--- config.mk ---
export PLATFORM = sky130hd
export DESIGN_NAME = fifo_salida
export DESIGN_NICKNAME = d
export VERILOG_FILES = /design/src/rtl/fifo_pkg.sv /design/src/rtl/fifo_mem.sv /design/src/rtl/fifo_salida.sv
export SDC_FILE = /design/constraint.sdc
export NUM_CORES = 1
export LEC_CHECK = 0
export BUFFER_PORTS_ARGS = -buffer_cell sky130_fd_sc_hd__buf_4
export CAP_MARGIN = 20
export CORE_UTILIZATION = 60
export CTS_BUF_LIST = sky130_fd_sc_hd__clkbuf_8
export CTS_CLUSTER_SIZE = 30
export DETAILED_ROUTE_END_ITERATION = 10
export GPL_TIMING_DRIVEN = 0
export PLACE_DENSITY_LB_ADDON = 0.15
export SYNTH_ARGS = -nofsm -noshare
export SYNTH_HDL_FRONTEND = slang
export SYNTH_SLANG_ARGS = --single-unit
--- constraint.sdc ---
create_clock -name clk -period 6.1 [get_ports clk]
set_input_delay 0.915 -clock clk [delete_from_list [all_inputs] [get_ports clk]]
set_output_delay 0.915 -clock clk [all_outputs]
set_load 0.1 [all_outputs]
--- src/rtl/fifo_pkg.sv ---
// Shared sizing helpers, threshold saturation and reset values for the output FIFO.
// Latency: none (compile-time constants and pure functions only).
// Backpressure: not applicable.
package fifo_pkg;

    // Occupancy counter width: must hold 0..depth inclusive.
    function automatic int cnt_w(input int depth);
        return $clog2(depth) + 1;
    endfunction

    // Pointer width: indexes 0..depth-1, so power-of-two depth wraps for free.
    function automatic int ptr_w(input int depth);
        return $clog2(depth);
    endfunction

    // Clamp a requested threshold into [lo, hi].
    function automatic int sat(input int val, input int lo, input int hi);
        if (val < lo) return lo;
        if (val > hi) return hi;
        return val;
    endfunction

    // Reset values of the registered state held in the FIFO.
    localparam logic RST_VALID = 1'b0;
    localparam logic RST_ERR   = 1'b0;

endpackage

--- src/rtl/fifo_mem.sv ---
// DEPTH x DATA_W register array, one write port, one registered read port with enable.
// Latency: read data appears one cycle after rd_en_i; write visible from the next cycle.
// Backpressure: none; caller guarantees legal addresses and enables.
module fifo_mem
    import fifo_pkg::*;
#(
    parameter int DATA_W = 6,
    parameter int DEPTH  = 8,
    parameter int PTR_W  = ptr_w(DEPTH)
) (
    input  logic              clk,
    input  logic              reset,
    input  logic              wr_en_i,
    input  logic [PTR_W-1:0]  wr_addr_i,
    input  logic [DATA_W-1:0] wr_dat_i,
    input  logic              rd_en_i,
    input  logic [PTR_W-1:0]  rd_addr_i,
    output logic [DATA_W-1:0] rd_dat_o
);

    logic [DATA_W-1:0] mem_q [DEPTH];
    logic [DATA_W-1:0] rd_dat_q;

    // Storage array: deliberately not reset, contents are stale until rewritten.
    always_ff @(posedge clk) begin
        if (wr_en_i) begin
            mem_q[wr_addr_i] <= wr_dat_i;
        end
    end

    // Registered read port: holds its last value when no read is enabled.
    always_ff @(posedge clk) begin
        if (reset) begin
            rd_dat_q <= '0;
        end else if (rd_en_i) begin
            rd_dat_q <= mem_q[rd_addr_i];
        end
    end

    assign rd_dat_o = rd_dat_q;

endmodule

--- src/rtl/fifo_salida.sv ---
// Output-side FIFO terminating the arbiter push/afull interface; optional FIFO_THRESH_PROG_EN adds loadable thresholds.
// Latency: 1 cycle pop-to-data (valid_out); flags decode the count register, so they lag the causing push/pop by 1 cycle.
// Backpressure: push while full is dropped unless a pop is accepted the same cycle (sticky err_overflow); pop while empty sets err_underflow.
module fifo_salida
    import fifo_pkg::*;
#(
    parameter  int DATA_W    = 6,
    parameter  int DEPTH     = 8,
    parameter  int AFULL_TH  = 6,
    parameter  int AEMPTY_TH = 1,
    localparam int CNT_W     = cnt_w(DEPTH)
) (
    input  logic              clk,
    input  logic              reset,
    input  logic              push,
    input  logic [DATA_W-1:0] data_in,
    input  logic              pop,
    output logic [DATA_W-1:0] data_out,
    output logic              valid_out,
    output logic              empty,
    output logic              full,
    output logic              afull,
    output logic              aempty,
    output logic [CNT_W-1:0]  count,
    output logic              err_overflow,
    output logic              err_underflow
`ifdef FIFO_THRESH_PROG_EN
    ,
    input  logic              thr_load,
    input  logic [CNT_W-1:0]  afull_th_in,
    input  logic [CNT_W-1:0]  aempty_th_in
`endif
);

    localparam int PTR_W = ptr_w(DEPTH);

    logic [PTR_W-1:0] wr_ptr_q, wr_ptr_d;
    logic [PTR_W-1:0] rd_ptr_q, rd_ptr_d;
    logic [CNT_W-1:0] count_q,  count_d;
    logic             valid_q,  valid_d;
    logic             ovf_q,    ovf_d;
    logic             unf_q,    unf_d;
    logic [CNT_W-1:0] afull_th_q;
    logic [CNT_W-1:0] aempty_th_q;
    logic             push_ok;
    logic             pop_ok;

`ifdef FIFO_THRESH_PROG_EN
    logic [CNT_W-1:0] afull_th_d;
    logic [CNT_W-1:0] aempty_th_d;

    // Next thresholds: clamp loaded values so afull can always absorb in-flight pushes.
    always_comb begin
        afull_th_d  = afull_th_q;
        aempty_th_d = aempty_th_q;
        if (thr_load) begin
            afull_th_d  = CNT_W'(sat(int'(afull_th_in),  1, DEPTH - 2));
            aempty_th_d = CNT_W'(sat(int'(aempty_th_in), 0, DEPTH - 1));
        end
    end

    // Threshold registers: reset restores the elaboration-time values.
    always_ff @(posedge clk) begin
        if (reset) begin
            afull_th_q  <= CNT_W'(AFULL_TH);
            aempty_th_q <= CNT_W'(AEMPTY_TH);
        end else begin
            afull_th_q  <= afull_th_d;
            aempty_th_q <= aempty_th_d;
        end
    end
`else
    assign afull_th_q  = CNT_W'(AFULL_TH);
    assign aempty_th_q = CNT_W'(AEMPTY_TH);
`endif

    // Status flags come only from registered count, never from push/pop directly.
    assign empty  = (count_q == '0);
    assign full   = (count_q == CNT_W'(DEPTH));
    assign afull  = (count_q >= afull_th_q);
    assign aempty = (count_q <= aempty_th_q);

    // Accept decisions and next-state for pointers, count, valid and error flags.
    always_comb begin
        pop_ok   = pop & ~empty;
        push_ok  = push & (~full | pop_ok);
        wr_ptr_d = push_ok ? wr_ptr_q + PTR_W'(1) : wr_ptr_q;
        rd_ptr_d = pop_ok  ? rd_ptr_q + PTR_W'(1) : rd_ptr_q;
        count_d  = count_q + CNT_W'(push_ok) - CNT_W'(pop_ok);
        valid_d  = pop_ok;
        ovf_d    = ovf_q | (push & full & ~pop_ok);
        unf_d    = unf_q | (pop & empty);
    end

    // Control state registers.
    always_ff @(posedge clk) begin
        if (reset) begin
            wr_ptr_q <= '0;
            rd_ptr_q <= '0;
            count_q  <= '0;
            valid_q  <= RST_VALID;
            ovf_q    <= RST_ERR;
            unf_q    <= RST_ERR;
        end else begin
            wr_ptr_q <= wr_ptr_d;
            rd_ptr_q <= rd_ptr_d;
            count_q  <= count_d;
            valid_q  <= valid_d;
            ovf_q    <= ovf_d;
            unf_q    <= unf_d;
        end
    end

    fifo_mem #(
        .DATA_W (DATA_W),
        .DEPTH  (DEPTH),
        .PTR_W  (PTR_W)
    ) u_mem (
        .clk       (clk),
        .reset     (reset),
        .wr_en_i   (push_ok),
        .wr_addr_i (wr_ptr_q),
        .wr_dat_i  (data_in),
        .rd_en_i   (pop_ok),
        .rd_addr_i (rd_ptr_q),
        .rd_dat_o  (data_out)
    );

    assign valid_out     = valid_q;
    assign count         = count_q;
    assign err_overflow  = ovf_q;
    assign err_underflow = unf_q;

endmodule

# Word level (Yosys, flattened, before mapping)
# Memories as Yosys holds them, arrays and structs flattened. A register that Yosys moved wholly into a read port is not among the register bits.
# Cells that the tools add are included.
[word_totals]
reg_bits = 13
latch_bits = 0
ram_bits = 48
n_memories = 1
wordCells = 28
out_inout_bits = 17
rom_bits = 0
[memory_table]
columns = ["name", "words", "word_bits", "read_ports", "rd_ports_with_merged_regs", "write_ports", "line", "rtl"]
rows = [
  ["u_mem.mem_q", 8, 6, 1, 1, 1, "fifo_mem.sv:21", "logic [DATA_W-1:0] mem_q [DEPTH];"],
]
[classes]
mux = 2
div_mod_pow = 0
reduce_logical = 1
bitwise = 11
n_eq_ne = 1
mul = 0
n_shift = 0
add_sub_neg = 4
n_lt_le_gt_ge = 2
[op_table]
columns = ["op", "count"]
rows = [
  ["$add 3x1->3 const B", 2],
  ["$and 1x1->1", 5],
  ["$add 4x1->4", 1],
  ["$eq 4x4->1 const B", 1],
  ["$ge 4x3->1 const B", 1],
  ["$le 4x1->1 const B", 1],
  ["$logic_not 4->1", 1],
  ["$sub 4x1->4", 1],
  ["$not 1->1", 3],
  ["$or 1x1->1", 3],
  ["$mux 1", 2],
]

# Longest topological paths before layout
# Gate-level depths: netlist of the first run.
[logic_depth]
word_depth = 7
ltp_mapped = 11

# Hierarchy
# Synthesis of the first run repeated with hierarchy kept, for this count alone.
[unflattened]
hier_cells = 210
hier_area_um2 = 2887.8
[modules_own_cells]
columns = ["mod", "area_each_um2", "instances", "cells_per_inst", "seq_area_each_um2"]
rows = [
  ["fifo_mem", 2115.8, 1, 123, 1561.5],
  ["fifo_salida", 772.0, 1, 87, 260.2],
]

# Worst setup path after synthesis of the first run
# No wires, ideal clock.
[synth_path]
path_type = "flip-flop to output port"
startpoint = "reg count_q[2], in the netlist count[2]"
endpoint = "out aempty"
t_arrival_ns = 2.957
path_stages_with_launch = 4
n_path_buf = 0
path_slack_ns = 2.228
cell_sequence = "dfxtp_1 inv_1 ha_1 a21oi_1"
[synth_via]
elab_chain_cells = 1
[synth_rtl]
columns = ["item", "line", "rtl"]
rows = [
  ["start, declared", "fifo_salida.sv:39", "logic [CNT_W-1:0] count_q, count_d;"],
  ["start signal, assigned", "fifo_salida.sv:107", "count_q <= count_d;"],
  ["$le 4x1->1", "fifo_salida.sv:81", "assign aempty = (count_q <= aempty_th_q);"],
  ["end, declared", "fifo_salida.sv:23", "output logic aempty,"],
]
# Every way passes these cells.

# Final worst setup path of the first run
[layout_path]
startpoint = "reg count_q[2], in the netlist count[2]"
endpoint = "out empty"
[layout_via]
elab_chain_cells = 1
[layout_rtl]
columns = ["item", "line", "rtl"]
rows = [
  ["$logic_not 4->1", "fifo_salida.sv:78", "assign empty = (count_q == '0);"],
  ["end, declared", "fifo_salida.sv:20", "output logic empty,"],
]
# Every way passes these cells.

==> impl_metrics.py, run 1 <==
metrics = {
    "die": {
        "core-area_um2": 4380,
        "die_y_um": 69.7,
        "die_area_um2": 4860,
        "start_util_pct": 62.7,
        "fp-row-count": 24,
        "io_pins": 27,
        "fp.dieW_um": 69.7,
    },
    "synth": {
        "yosysWarningCount": 0,
        "yosysUniqueCellTypes": 32,
        "netlist_top_cells_area": "edfxtp_1 (52%), dfxtp_1 (14%), mux2i_1 (9.1%), ha_1 (4.1%), a22oi_1 (3.3%)",
        "synthSimpleGateAreaFrac_pct": 7.69,
        "ys_seq_elements": 67,
        "yosysSeqAreaShare_pct": 66.2,
        "syn_area_um2": 2750,
        "synth-compound-area-share_pct": 8.51,
        "synth_top_area_share_pct": 52.4,
        "muxShareOfSynthArea_pct": 9.10,
        "synthCells": 187,
        "postSynthAreaPerCell_um2": 14.7,
        "synth_top_family_by_area": "multiplexers",
        "synth_fa_ha_area_share_pct": 4.82,
        "synth-xor-area-share_pct": 1.59,
        "syn_nets": 207,
        "synth_top_area_cell": "edfxtp_1",
    },
    "job": {
        "maxCapViolCount": 0,
    },
    "clock_tree": {
        "clkLatencyLatePin_ns": 0.33,
        "cts_hold_buf": 0,
        "clock-sinks": 67,
        "cts_setup_buffers": 0,
        "cts-root-buf": "clkbuf_8",
        "ctsResizeCount": 0,
        "cts_tree": "built",
        "clkTransAtPathRegs_ns": 0.07,
        "htree_num_levels": 3,
        "cts-buffers-inserted": 9,
        "clockBufferDepth": 2,
    },
    "global_routing": {
        "grt_usage_pct": 25.1,
        "grt_pass1_vias": 1732,
        "grt_pass1_wl_um": 8790,
        "overflow": 0,
        "grt_max_degree": 13,
        "antenna_found_initial": 0,
    },
    "timing": {
        "hold_viol_final": 0,
        "rsz0062_at_grt": "false",
        "finalSetupTns_ns": 0,
        "worstMarginPinSlew_ns": 0.692,
        "slew_headroom_pct": 53.7,
        "min_period_ns": 2.78,
        "setup_viol": 0,
        "clock.fmax_mhz": 360,
        "final.period_utilization_pct": 45.5,
        "skew_ns": 0.0118,
        "maxSlewViolCount": 0,
    },
    "detailed_routing": {
        "num_vias": 1685,
        "routedWlPerCell_um": 19.6,
        "drt_iter0_drc": 107,
        "routed_wirelength_um": 5540,
        "first_pass_iters": 5,
        "drc": 0,
        "post_drt_via_cell_ratio": 5.95,
        "ant_nets": 0,
    },
    "setup_path": {
        "critPathKind": "reg -> out",
        "cp.required_ns": 5.18,
        "crit_path_end_kind": "output port",
        "arrival_ns": 1.86,
        "critPathLaunchType": "flop",
        "crit_fanout": 5,
    },
    "final_layout": {
        "final_cell_mix": "edfxtp_1 (48), buf_4 (29), mux2i_1 (25)",
        "layout-drive-gt1-share_pct": 23.8,
        "multi_input_area_um2": 872,
        "antenna_cells": 0,
        "num-nets-final": 246,
        "final_common_cell": "edfxtp_1",
        "num-fill-cells": 287,
        "regArea_um2": 1820,
        "final_area_um2": 3250,
        "area_delta_synth_final_pct": 18.3,
    },
    "power_and_ir_drop": {
        "power_density_nw_per_um2": 551,
        "peakVddDrop_mv": 0.368,
        "power_leakage_uw": 0.00122,
    },
    "placed_design": {
        "place_area_um2": 3010,
        "dp_hpwl_um": 3760,
        "port_buffers": 26,
        "routabilityCongestion": 0.806,
    },
    "hold_path": {
        "hp-class": "reg -> reg",
    },
    "run_status": {
        "outcome": "finished, final reports clean",
    },
}
cell type report:
| cell class | instances | share of cell area (%) |
|---|---|---|
| clock inverters | 7 | 3.38 |
| flip-flops and latches | 67 | 56.0 |
| multi-input cells | 110 | 26.8 |
| plain buffers | 5 | 1.15 |
| clock buffers | 9 | 3.81 |
| well taps | 52 | 2.00 |
| repair buffers | 28 | 6.31 |
| inverters | 5 | 0.577 |
worst max-delay path, stage by stage (launching register included):
cell     delay, ns
dfxtp_1       0.32
inv_1         0.13
ha_1          0.25
or3b_4        0.45
inv_1         0.10
buf_4         0.29
report_power, final:
| group | total [uW] | switching, uW | internal [uW] | leakage, uW |
|---|---|---|---|---|
| Sequential | 579 | 36.1 | 543 | 0.000592 |
| Combinational | 785 | 562 | 223 | 0.000512 |
| Clock | 428 | 160 | 268 | 0.000122 |
metal layers:
metal,track usage (%),share of wire (%)
met4,11.6,0.72
met5,0,0
met3,4.94,6.3
met1,32.7,40
met2,40.8,53
state kept, by name, summed over array words and instances (netlist names):
signal	flops
wr_ptr_q	3
valid_out	1
err_underflow	1
u_mem.rd_dat_o	6
count	4
err_overflow	1
u_mem.mem_q	48
rd_ptr_q	3
final timing paths:
path / from / endpoint / slack [ns] / cells past startpoint
max: count[2] / empty / 3.32 / 5
min: u_mem.rd_dat_o[4] / u_mem.rd_dat_o[4] / 0.47 / 1
max reg2reg: count[2] / count[2] / 3.62 / 10
min reg2reg: u_mem.rd_dat_o[4] / u_mem.rd_dat_o[4] / 0.47 / 1
logic make-up (layout without fill, tap and decap cells):
family / count (synthesis) / after routing
xor gates and xnor gates: 5 / 5
muxes: 25 / 25
AOI/OAI and AO/OA: 30 / 30
adders and majority gates: 10 / 10
and+or+nand+nor: 40 / 40
buffers and inverters: 10 / 54
DFF: 67 / 67
cell usage after synthesis, drive strengths merged:
| library cell | n |
|---|---|
| a21o | 1 |
| a21oi | 7 |
| a22oi | 12 |
| a31oi | 1 |
| a32o | 6 |
| and2 | 1 |
| and2b | 1 |
| buf | 5 |
| dfxtp | 19 |
| edfxtp | 48 |
| fa | 1 |
| ha | 9 |
| inv | 5 |
| mux2i | 25 |
| nand2 | 7 |
| nand2b | 2 |
| nand3 | 3 |
| nor2 | 16 |
| nor2b | 4 |
| nor3 | 2 |
| o211ai | 2 |
| o21ai | 1 |
| or2 | 2 |
| or3b | 2 |
| xnor2 | 2 |
| xor2 | 3 |
through the flow:
stage | setup WS (ns) | cells | total power (uW) | util (%) | hold slack (ns)
2_1_floorplan | 2.23 | 187 | 1200 | - | 0.464
3_3_place_gp | 3.32 | 265 | 1340 | 68.7 | 0.449
3_5_place_dp | 3.30 | 265 | 1370 | 68.7 | 0.459
4_1_cts | 3.30 | 281 | 1800 | 74.0 | 0.474
5_1_grt | 3.21 | 283 | 1870 | 74.2 | 0.499
6_report | 3.32 | 283 | 1790 | 74.2 | 0.471
Power figures use the tool's default switching activity.
==> inputs of run 2 (changes only) <==
Clock period 6.1 ns to 2.7 ns, I/O delays scaled along.
==> run 2 against run 1 <==
- sequential share of layout area rose by 0.25 points
- power rose by 120%
- worst setup slack worse by 3.1 ns
- via count fell by 1.1%
- combinational power up 130%
- sequential power is 130% higher
- highest routed layer unchanged
- critical endpoint is now count[2]
- core utilization shrank 0.23 points
- register-to-register slack worse by 3.3 ns
- routed wire length shrank 5.9%
==> impl_metrics.py, run 2 (synthesized netlist as in run 1, its figures left out) <==
metrics = {
    "final_layout": {
        "largest_reg_flops": 48,
        "area_delta_synth_final_pct": 18.0,
        "multi_input_area_um2": 876,
        "num-nets-final": 246,
        "final_common_cell": "edfxtp_1",
        "regArea_um2": 1820,
        "largest_register": "u_mem.mem_q",
        "num-fill-cells": 269,
        "instances_no_fill": 283,
        "antenna_cells": 0,
        "final_cell_mix": "edfxtp_1 (48), buf_4 (29), mux2i_1 (25)",
        "layout-drive-gt1-share_pct": 25.5,
    },
    "timing": {
        "slew_headroom_pct": 53.4,
        "timing.hold.ws_ns": 0.272,
        "worstMarginPinSlew_ns": 0.697,
        "skew_ns": 0.00937,
        "hold_viol_final": 0,
        "setup_viol": 0,
        "rsz0062_at_grt": "false",
        "final.period_utilization_pct": 90.0,
        "clock.fmax_mhz": 412,
        "maxSlewViolCount": 0,
        "finalSetupTns_ns": 0,
        "min_period_ns": 2.43,
    },
    "global_routing": {
        "grt_pass1_vias": 1572,
        "grt_pass1_wl_um": 8020,
        "grt_usage_pct": 23.1,
        "grt_max_degree": 13,
        "antenna_found_initial": 0,
        "overflow": 0,
    },
    "setup_path": {
        "cp.required_ns": 2.93,
        "critPathLaunchType": "flop",
        "arrival_ns": 2.66,
        "crit_path_end_kind": "flop",
        "crit_path_max_incr_delay_ns": 0.44,
        "critPathKind": "reg -> reg",
        "critPathLaunch": "count[2]",
        "crit_top_cell": "ha_1",
        "crit_family": "adder cells",
        "r2r_setup_slack_ns": 0.27,
        "crit_buf_inv": 1,
        "crit_fanout": 6,
        "slowest_stage": "or3b_4",
        "crit_chain": "inv_1, ha_1, or3b_4, nand2_4, or2_2, nand2_1, ha_1, fa_1, xnor2_1, nor2_1",
        "reg2reg_from": "count[2]",
    },
    "job": {
        "maxCapViolCount": 0,
    },
    "clock_tree": {
        "cts_setup_buffers": 0,
        "cts_hold_buf": 0,
        "cts_tree": "built",
        "htree_num_levels": 3,
        "clock-sinks": 67,
        "cts-buffers-inserted": 9,
        "clkTransAtPathRegs_ns": 0.07,
        "cts-root-buf": "clkbuf_8",
        "ctsResizeCount": 0,
        "clockBufferDepth": 2,
        "clkLatencyLatePin_ns": 0.34,
    },
    "detailed_routing": {
        "num_vias": 1666,
        "routed_wirelength_um": 5210,
        "ant_nets": 0,
        "drc": 0,
        "drt_iter0_drc": 156,
        "post_drt_via_cell_ratio": 5.89,
        "first_pass_iters": 6,
        "routedWlPerCell_um": 18.4,
    },
    "placed_design": {
        "dp_hpwl_um": 3510,
        "port_buffers": 26,
        "dp_cells": 265,
        "routabilityCongestion": 0.754,
    },
    "die": {
        "die_area_um2": 4860,
        "fp-row-count": 24,
        "start_util_pct": 62.7,
        "die_y_um": 69.7,
        "fp.dieW_um": 69.7,
        "io_pins": 27,
        "core-area_um2": 4380,
    },
    "hold_path": {
        "hp-start": "reset",
        "hp-class": "in -> reg",
    },
    "power_and_ir_drop": {
        "power_leakage_uw": 0.00121,
        "power_uw": 3980,
        "power_density_nw_per_um2": 1230,
        "peakVddDrop_mv": 0.746,
    },
    "run_status": {
        "outcome": "finished, final reports clean",
    },
}
==> run 2: cell types whose count changed in the layout (fill, tap and decap cells not counted), sizes merged <==
cell	delta
clkinv	+2
buf	-1
inv	-1
bufinv	-1
clkbuf	+1
==> run 2: worst register-to-register path, stage by stage (launching register included) <==
cell and delay [ns]:
dfxtp_2 0.33, inv_1 0.12, ha_1 0.24, or3b_4 0.44, nand2_4 0.12, or2_2 0.14, nand2_1 0.06, ha_1 0.21
fa_1 0.42, xnor2_1 0.19, nor2_1 0.05
==> run 2: worst paths after layout <==
check | end | cells past startpoint
hold / removal | count[1] | 2
hold reg to reg | err_underflow | 2
setup / recovery | count[2] | 10
setup reg to reg | count[2] | 10
==> run 2: power breakdown <==
part,internal (uW),total (uW),switching (uW)
Clock,518,899,381
Combinational,505,1770,1260
Sequential,1230,1320,87.4
==> run 2: final cells by class <==
cell class / count / area share (%)
buffer: 5 / 1.16
clock buffer: 9 / 3.82
clock inverter: 7 / 2.89
inverter: 5 / 0.578
multi-input combinational: 110 / 27.0
sequential: 67 / 56.2
tap: 52 / 2.01
timing repair buffer: 28 / 6.32
==> run 2: metal layers <==
| layer | wire (um) | vias up | track usage [%] |
|---|---|---|---|
| met2 | 2610 | 68 | 36.9 |
| met1 | 2190 | 806 | 29.2 |
| li1 | - | 783 | - |
| met3 | 307 | 9 | 6.83 |
| met5 | 0 | - | 0 |
| met4 | 102 | 0 | 10.4 |
==> run 2: metrics by stage <==
step / utilization (%) / worst slack, ns / area [um2]
2_1_floorplan: - / 0.0682 / 2760
3_3_place_gp: 68.8 / 0.264 / 3020
3_5_place_dp: 68.8 / 0.178 / 3020
4_1_cts: 73.8 / 0.172 / 3230
5_1_grt: 74.0 / 0.136 / 3240
6_report: 74.0 / 0.271 / 3240
==> inputs of run 3 (changes only) <==
Settings changed: CORE_UTILIZATION 60 to 35.
==> run 3 against run 2 <==
- global-route usage decreased by 8.3 points
- sequential power about the same
- die area increased by 69%
- sequential share of layout area about the same
==> impl_metrics.py, run 3 (synthesized netlist as in run 1, its figures left out) <==
metrics = {
    "job": {
        "maxCapViolCount": 0,
    },
    "final_layout": {
        "layout-drive-gt1-share_pct": 23.6,
        "final_area_um2": 3250,
        "antenna_cells": 0,
        "num-fill-cells": 677,
        "area_delta_synth_final_pct": 18.1,
        "largest_register": "u_mem.mem_q",
        "fin_util_pct": 43.8,
        "num-nets-final": 244,
        "final_cell_mix": "edfxtp_1 (48), buf_4 (29), mux2i_1 (25)",
        "final_common_cell": "edfxtp_1",
        "largest_reg_flops": 48,
    },
    "die": {
        "start_util_pct": 37.1,
        "die_area_um2": 8220,
        "fp-row-count": 31,
        "fp.dieW_um": 90.6,
        "io_pins": 27,
        "core-area_um2": 7410,
        "die_y_um": 90.6,
    },
    "clock_tree": {
        "cts_tree": "built",
        "ctsResizeCount": 0,
        "clock-sinks": 67,
        "htree_num_levels": 3,
        "clkLatencyLatePin_ns": 0.33,
        "cts_hold_buf": 0,
        "cts_setup_buffers": 0,
        "cts-buffers-inserted": 9,
        "clockBufferDepth": 2,
        "clkTransAtPathRegs_ns": 0.07,
        "cts-root-buf": "clkbuf_8",
    },
    "global_routing": {
        "grt_pass1_vias": 1633,
        "grt_max_degree": 11,
        "grt_usage_pct": 14.8,
        "overflow": 0,
        "antenna_found_initial": 0,
        "grt_pass1_wl_um": 8690,
    },
    "detailed_routing": {
        "num_vias": 1608,
        "ant_nets": 0,
        "post_drt_via_cell_ratio": 4.90,
        "drt_iter0_drc": 73,
        "drc": 0,
        "routedWlPerCell_um": 16.7,
        "first_pass_iters": 4,
        "routed_wirelength_um": 5480,
    },
    "timing": {
        "skew_ns": 0.00479,
        "timing.hold.ws_ns": 0.282,
        "hold_viol_final": 0,
        "setup_viol": 0,
        "slew_headroom_pct": 26.5,
        "worstMarginPinSlew_ns": 1.09,
        "maxSlewViolCount": 0,
        "clock.fmax_mhz": 400,
        "finalSetupTns_ns": 0,
        "min_period_ns": 2.50,
        "rsz0062_at_grt": "false",
        "final.period_utilization_pct": 92.5,
        "worst_slack_ns": 0.202,
    },
    "setup_path": {
        "crit_path_max_incr_delay_ns": 0.83,
        "crit_fanout": 6,
        "arrival_ns": 2.45,
        "crit_path_end_kind": "flop",
        "crit_chain": "inv_1, ha_1, and2b_2, o21ai_4, or2_4, nor3_1",
        "critPathLaunchType": "flop",
        "critPathLaunch": "count[2]",
        "slowest_stage": "nor3_1",
        "critPathKind": "reg -> reg",
        "cp.required_ns": 2.65,
        "reg2reg_from": "count[2]",
    },
    "placed_design": {
        "routabilityCongestion": 0.660,
        "place_ws_ns": 0.153,
        "place_area_um2": 3080,
        "dp_hpwl_um": 3620,
        "port_buffers": 26,
    },
    "run_status": {
        "outcome": "finished, final reports clean",
    },
    "hold_path": {
        "hp-start": "reset",
        "hp-class": "in -> reg",
    },
    "power_and_ir_drop": {
        "power_leakage_uw": 0.00119,
        "power_density_nw_per_um2": 1160,
        "peakVddDrop_mv": 0.565,
    },
}
==> run 3: stage by stage <==
| stage | cells | power (uW) |
|---|---|---|
| floorplan | 187 | 2730 |
| global placement | 312 | 3090 |
| detailed placement | 312 | 3090 |
| CTS | 328 | 3810 |
| global route | 328 | 3980 |
| finish | 328 | 3770 |
==> run 3: final cells by class <==
class	instances	area (um2)	area share [%]
Buffer	5	37.5	1.16
Clock buffer	11	151	4.66
Clock inverter	5	20.0	0.617
Inverter	5	18.8	0.578
Multi-Input combinational cell	110	876	27.0
Sequential cell	67	1820	56.2
Tap cell	99	124	3.82
Timing Repair Buffer	26	195	6.01
==> run 3: path summary, 6_finish.rpt <==
check,to,slack [ns],depth (start not counted)
max,u_mem.mem_q[0][4],0.20,6
min,count[0],0.28,2
max reg2reg,u_mem.mem_q[0][4],0.20,6
min reg2reg,err_underflow,0.48,2
==> run 3: report_power, final <==
part,total [uW],leakage [uW],switching (uW),internal (uW)
combinational,1750,0.000502,1250,498
clock,720,0.0000968,350,369
sequential,1310,0.000592,79.3,1230
total,3770,0.00119,1680,2100
==> run 3: worst max-delay path: cells and delay by family (launching register included) <==
family	cells	cell delay, ns
AOI/OAI and AO/OA	1	0.07
adders and majority gates	1	0.26
DFF	1	0.34
buffers and inverters	1	0.08
and+or+nand+nor	3	1.36
==> run 3: routing by layer <==
layer  wire [um]  part of all wire, %  track usage [%]  vias up
li1            -                    -                -      781
met1        2560                   47             19.4      785
met2        2640                   48             22.5       34
met3         196                  3.6             4.04        8
met4          85                  1.6             7.12        0
met5           0                    0                0        -
